[src/rtl/filter_tap_controller.sv]
// Double-buffered coefficient loader: taps are staged in a shadow bank, snapshotted on commit,
// then streamed into the filter one per cycle followed by a single flush/done pulse.
module filter_tap_controller #(
    parameter int N_TAPS    = 9,
    parameter int TAP_WIDTH = 16
) (
    input  logic                 clock,
    input  logic                 reset,
    input  logic [3:0]           cfg_address,
    input  logic [TAP_WIDTH-1:0] cfg_data,
    input  logic                 cfg_we,
    input  logic                 commit,
    input  logic                 up_valid,
    output logic                 up_ready,
    output logic                 filt_valid,
    input  logic                 filt_ready,
    output logic [3:0]           tap_address,
    output logic [TAP_WIDTH-1:0] tap_data,
    output logic                 tap_we,
    output logic                 pipeline_flush,
    output logic                 busy,
    output logic                 done
);

    localparam logic [3:0] LAST_TAP = 4'(N_TAPS - 1);

    typedef enum logic [1:0] {
        IDLE  = 2'd0,
        LOAD  = 2'd1,
        FLUSH = 2'd2
    } state_t;

    state_t                 r_state;
    logic [3:0]             r_counter;
    logic                   r_pending;
    logic [TAP_WIDTH-1:0]   r_shadow [N_TAPS];
    logic [TAP_WIDTH-1:0]   r_active [N_TAPS];

    logic                   r_tap_we;
    logic [3:0]             r_tap_address;
    logic [TAP_WIDTH-1:0]   r_tap_data;
    logic                   r_pipeline_flush;
    logic                   r_busy;
    logic                   r_done;

    logic                   w_load_start;
    logic                   w_idle;
    logic [TAP_WIDTH-1:0]   w_tap_sel;

    assign w_idle       = (r_state == IDLE);
    assign w_load_start = w_idle && (commit || r_pending);

    // Per-entry banks; the snapshot forwards a same-cycle shadow write so it is not lost.
    generate
        for (genvar gi = 0; gi < N_TAPS; gi++) begin : g_bank
            logic w_hit;
            assign w_hit = cfg_we && (cfg_address == 4'(gi));

            always_ff @(posedge clock or negedge reset) begin
                if (!reset) begin
                    r_shadow[gi] <= '0;
                end else if (w_hit) begin
                    r_shadow[gi] <= cfg_data;
                end
            end

            always_ff @(posedge clock or negedge reset) begin
                if (!reset) begin
                    r_active[gi] <= '0;
                end else if (w_load_start) begin
                    r_active[gi] <= w_hit ? cfg_data : r_shadow[gi];
                end
            end
        end
    endgenerate

    always_comb begin
        w_tap_sel = '0;
        for (int i = 0; i < N_TAPS; i++) begin
            if (r_counter == 4'(i)) begin
                w_tap_sel = r_active[i];
            end
        end
    end

    always_ff @(posedge clock or negedge reset) begin
        if (!reset) begin
            r_state          <= IDLE;
            r_counter        <= '0;
            r_pending        <= 1'b0;
            r_tap_we         <= 1'b0;
            r_tap_address    <= '0;
            r_tap_data       <= '0;
            r_pipeline_flush <= 1'b0;
            r_busy           <= 1'b0;
            r_done           <= 1'b0;
        end else begin
            r_busy <= !w_idle;
            case (r_state)
                IDLE: begin
                    r_tap_we         <= 1'b0;
                    r_pipeline_flush <= 1'b0;
                    r_done           <= 1'b0;
                    if (commit || r_pending) begin
                        r_pending <= 1'b0;
                        r_counter <= '0;
                        r_state   <= LOAD;
                    end
                end
                LOAD: begin
                    if (commit) begin
                        r_pending <= 1'b1;
                    end
                    r_tap_we      <= 1'b1;
                    r_tap_address <= r_counter;
                    r_tap_data    <= w_tap_sel;
                    r_counter     <= r_counter + 4'd1;
                    if (r_counter == LAST_TAP) begin
                        r_state <= FLUSH;
                    end
                end
                FLUSH: begin
                    if (commit) begin
                        r_pending <= 1'b1;
                    end
                    r_tap_we         <= 1'b0;
                    r_pipeline_flush <= 1'b1;
                    r_done           <= 1'b1;
                    r_state          <= IDLE;
                end
                default: begin
                    r_state <= IDLE;
                end
            endcase
        end
    end

    // Handshake passes straight through only while no load is in progress.
    assign filt_valid     = w_idle && up_valid;
    assign up_ready       = w_idle && filt_ready;
    assign tap_we         = r_tap_we;
    assign tap_address    = r_tap_address;
    assign tap_data       = r_tap_data;
    assign pipeline_flush = r_pipeline_flush;
    assign busy           = r_busy;
    assign done           = r_done;

endmodule

[config.mk]
export PLATFORM = sky130hd
export DESIGN_NAME = filter_tap_controller
export DESIGN_NICKNAME = d
export VERILOG_FILES = /design/src/rtl/filter_tap_controller.sv
export SDC_FILE = /design/constraint.sdc
export NUM_CORES = 1
export LEC_CHECK = 0
export CAP_MARGIN = 40
export CORE_UTILIZATION = 40
export CTS_CLUSTER_DIAMETER = 40
export DETAILED_ROUTE_END_ITERATION = 7
export SLEW_MARGIN = 20
export SYNTH_ARGS = -nofsm -noshare
export SYNTH_HDL_FRONTEND = slang
export SYNTH_SLANG_ARGS = --single-unit
export TNS_END_PERCENT = 50
[constraint.sdc]
create_clock -name clock -period 2.85 [get_ports clock]
set_input_delay 0.7125 -clock clock [delete_from_list [all_inputs] [get_ports clock]]
set_output_delay 0.7125 -clock clock [all_outputs]
set_load 0.02 [all_outputs]
==> key figures <==
Status
  – Status: complete, no violations

Clock tree
  – CTS max path bufs: 3
  – Cts hold-fix bufs: 0
  – Cts bufs inserted: 44
  – Post-cts sizing count: 0
  – Clock sink count: 318
  – CTS H-Tree Depth: 2
  – Worst-path clk slew: 0.05 ns
  – CTS tree: done
  – Root buf cell: clkbuf_16
  – Worst skew pair latency: 0.52 ns
  – Setup Fix Bufs, Post-CTS: 0

Global route
  – Vias in the first global route: 8684
  – GRT Overall Usage: 19.1%
  – First-pass GRT wire length: 50200 um
  – Antenna violations before repair: 0
  – GR Overflow Total: 0
  – Largest net degree at the start of global routing: 79

Synthesis
  – Register bit total from synthesis: 318
  – Register area share after synthesis: 58.9%
  – Mean Syn Cell Area: 13.5 um2
  – Syn. warnings: 0
  – Syn nets: 1033
  – Async set-or-reset flop fraction in the synthesized netlist: 100%
  – Main flop type after synthesis: dfrtp_1
  – Mapped Area: 13500 um2
  – Cells after Synth: 999
  – Post-synth EDFFs: 0
  – Synth unique cells: 37

Worst setup path
  – CP Data Required Time: 2.14 ns
  – CP max-delay cell: clkdlybuf4s50_1
  – CP Launch Type: flip-flop
  – Worst Path Max Fanout: 3
  – Crit Path Class: flip-flop to output port
  – Max stage delay on crit path: 0.60 ns
  – WP data arrival: 1.94 ns
  – Crit path capture type: output port
  – Crit path cell chain: inv_1 > ha_1 > and2_1 > clkdlybuf4s50_1

Power
  – Combinational Power Share: 34.2%
  – Int Pwr: 13.5 mW
  – Final Power: 19.7 mW
  – Switching Share: 31.6%
  – Peak supply drop: 0.839 mV
  – Sequential Power Share: 36.0%
  – Clock power frac: 29.8%
  – Power Density: 1200 nW/um2
  – Static leakage: 7.21 nW
  – NetSw: 6.22 mW

STA
  – Relative slew slack: 46.6%
  – Measured slew at the worst slew-check pin: 0.801 ns
  – Setup tns final: 0 ns
  – Tmin final: 2.65 ns
  – Final setup margin: 0.201 ns
  – Slew Limit Fails: 0
  – Clk_skew: 0.0112 ns
  – Final worst path period share: 92.9%
  – Final Hold Viols: 0
  – Max frequency: 0.377 GHz
  – Unrepaired setup endpoints after global routing: false
  – Setup violators final: 0

Detailed routing
  – Vias: 8243
  – Number of remaining DRC errors: 0
  – Wire per inst: 20.3 um
  – First-pass DRT Iterations: 5
  – Drt initial violations: 419
  – WL final: 31500 um
  – Routed vias/inst: 5.33
  – Antenna viol nets, final: 0

Cells and area
  – ANT cells: 0
  – Nets: 1104
  – Fin area: 16400 um2
  – Fill cells: 2940
  – Post-layout util: 49.8%
  – Most common cell after layout, fill and taps aside: dfrtp_1
  – Commonest non-fill, non-tap cells in the layout: 318 x dfrtp_1, 273 x mux2_2, 82 x a21oi_1, 50 x o21ai_0, 50 x clkdlybuf4s50_1
  – Share of cells above drive strength 1: 39.5%
  – Area delta synth->final: 21.3%

Place
  – Pre-CTS WS: 0.134 ns
  – Gpl congestion: 0.744
  – Placed cell area: 14800 um2
  – Port Buffers: 51
  – Dpl hpwl: 19200 um

Floorplanning
  – Die height: 186 um
  – Num ports: 52
  – Core Footprint: 32900 um2
  – Row cnt: 66
  – Initial core utilization: 41.1%
  – Die ar.: 34500 um2
  – Die span in x: 186 um

Run
  – Max-Cap Viols: 0

Worst hold path
  – Type of the worst min-delay path: input port to asynchronous set/reset pin
critical path: cells and delay by family, from the launching register on:
| family | cells | cell delay (ns) |
|---|---|---|
| adder cells (fa/ha/maj) | 1 | 0.18 |
| buffers and inverters | 2 | 0.71 |
| flip-flops | 1 | 0.40 |
| AND/OR/NAND/NOR | 1 | 0.13 |
flip-flops by register name, summed over array words and instances, names as in the netlist, 2 cells and up:
name	flops
r_state	2
r_active	144
r_counter	4
tap_address	4
r_shadow	144
tap_data	16
path summary, 6_finish.rpt:
check                      cells past startpoint                        to  slack [ns]                startpoint
min in group clock                             1     r_shadow[1]$_DFF_PN0_        0.49     r_shadow[1]$_DFF_PN0_
max in group asynchronous                      2    r_shadow[95]$_DFF_PN0_        1.89                     reset
min                                            1   r_active[4]$_DFFE_PN0P_        0.14                     reset
max                                            4                  up_ready        0.20    r_state[0]$_DFFE_PN0P_
min reg2reg                                    1     r_shadow[1]$_DFF_PN0_        0.49     r_shadow[1]$_DFF_PN0_
max reg2reg                                    8  tap_data[11]$_DFFE_PN0P_        0.61  r_counter[1]$_DFFE_PN0P_
through the flow:
| step | instances | hold WS, ns |
|---|---|---|
| 4_1_cts | 1546 | 0.164 |
| 2_1_floorplan | 999 | 0.417 |
| 5_1_grt | 1546 | 0.188 |
| 3_5_place_dp | 1466 | 0.478 |
| 3_3_place_gp | 1466 | 0.473 |
| 6_report | 1546 | 0.143 |
cell usage after synthesis (2+ instances only):
cell type  count  area [um2]
o22ai_1       16         100
buf_6          2        22.5
o211a_1        2        20.0
a21oi_1       82         410
mux2_2       273        3070
dfrtp_1      318        7960
o32a_1        16         160
o21ai_1        4        20.0
o21ai_0       50         250
a22o_1         2        17.5
mux2_4        20         300
o221a_2       14         158
a21o_1         2        15.0
nand2b_1       5        31.3
and2_1         2        12.5
a221oi_1      16         140
buf_2         13        65.1
buf_1          4        15.0
nor3_1         2        10.0
nand3_1        2        10.0
ha_1           8         100
inv_1         38         143
nor2_1        20        75.1
clkbuf_1      49         184
nand3b_1       4        30.0
nand2_1       24        90.1
power by group through the flow:
stage / Combinational, mW / Sequential (mW) / Clock [mW]
floorplan: 4.70 / 7.01 / 0
global placement: 6.69 / 7.10 / 0
detailed placement: 6.81 / 7.14 / 0
CTS: 6.85 / 7.08 / 5.99
global route: 7.41 / 7.27 / 6.17
finish: 6.74 / 7.07 / 5.86
final cells by class:
| class | instances | area [um2] | area share, % |
|---|---|---|---|
| clock buffers | 50 | 1150 | 7.05 |
| clock inverters | 30 | 434 | 2.65 |
| inverters | 38 | 143 | 0.871 |
| multi-input cells | 574 | 5130 | 31.4 |
| flip-flops and latches | 318 | 7960 | 48.6 |
| well taps | 442 | 553 | 3.38 |
| repair buffers | 94 | 1000 | 6.11 |
metal layers:
layer  vias up  GRT usage, %  wire (um)
li1       3766             -          -
met3        39          2.84       1760
met2       169          30.7      14900
met1      4269          26.6      14100
met4         0          6.00        645
met5         -             0          0
kinds of logic after synthesis:
| group | share of synthesized area, % |
|---|---|
| AO/OA/AOI/OAI | 9.75 |
| adder cells (fa/ha/maj) | 0.741 |
| buffers and inverters | 3.23 |
| flip-flops | 58.9 |
| multiplexers | 25.0 |
| AND/OR/NAND/NOR | 2.35 |
Note: power is estimated with default switching activity, not from simulation.
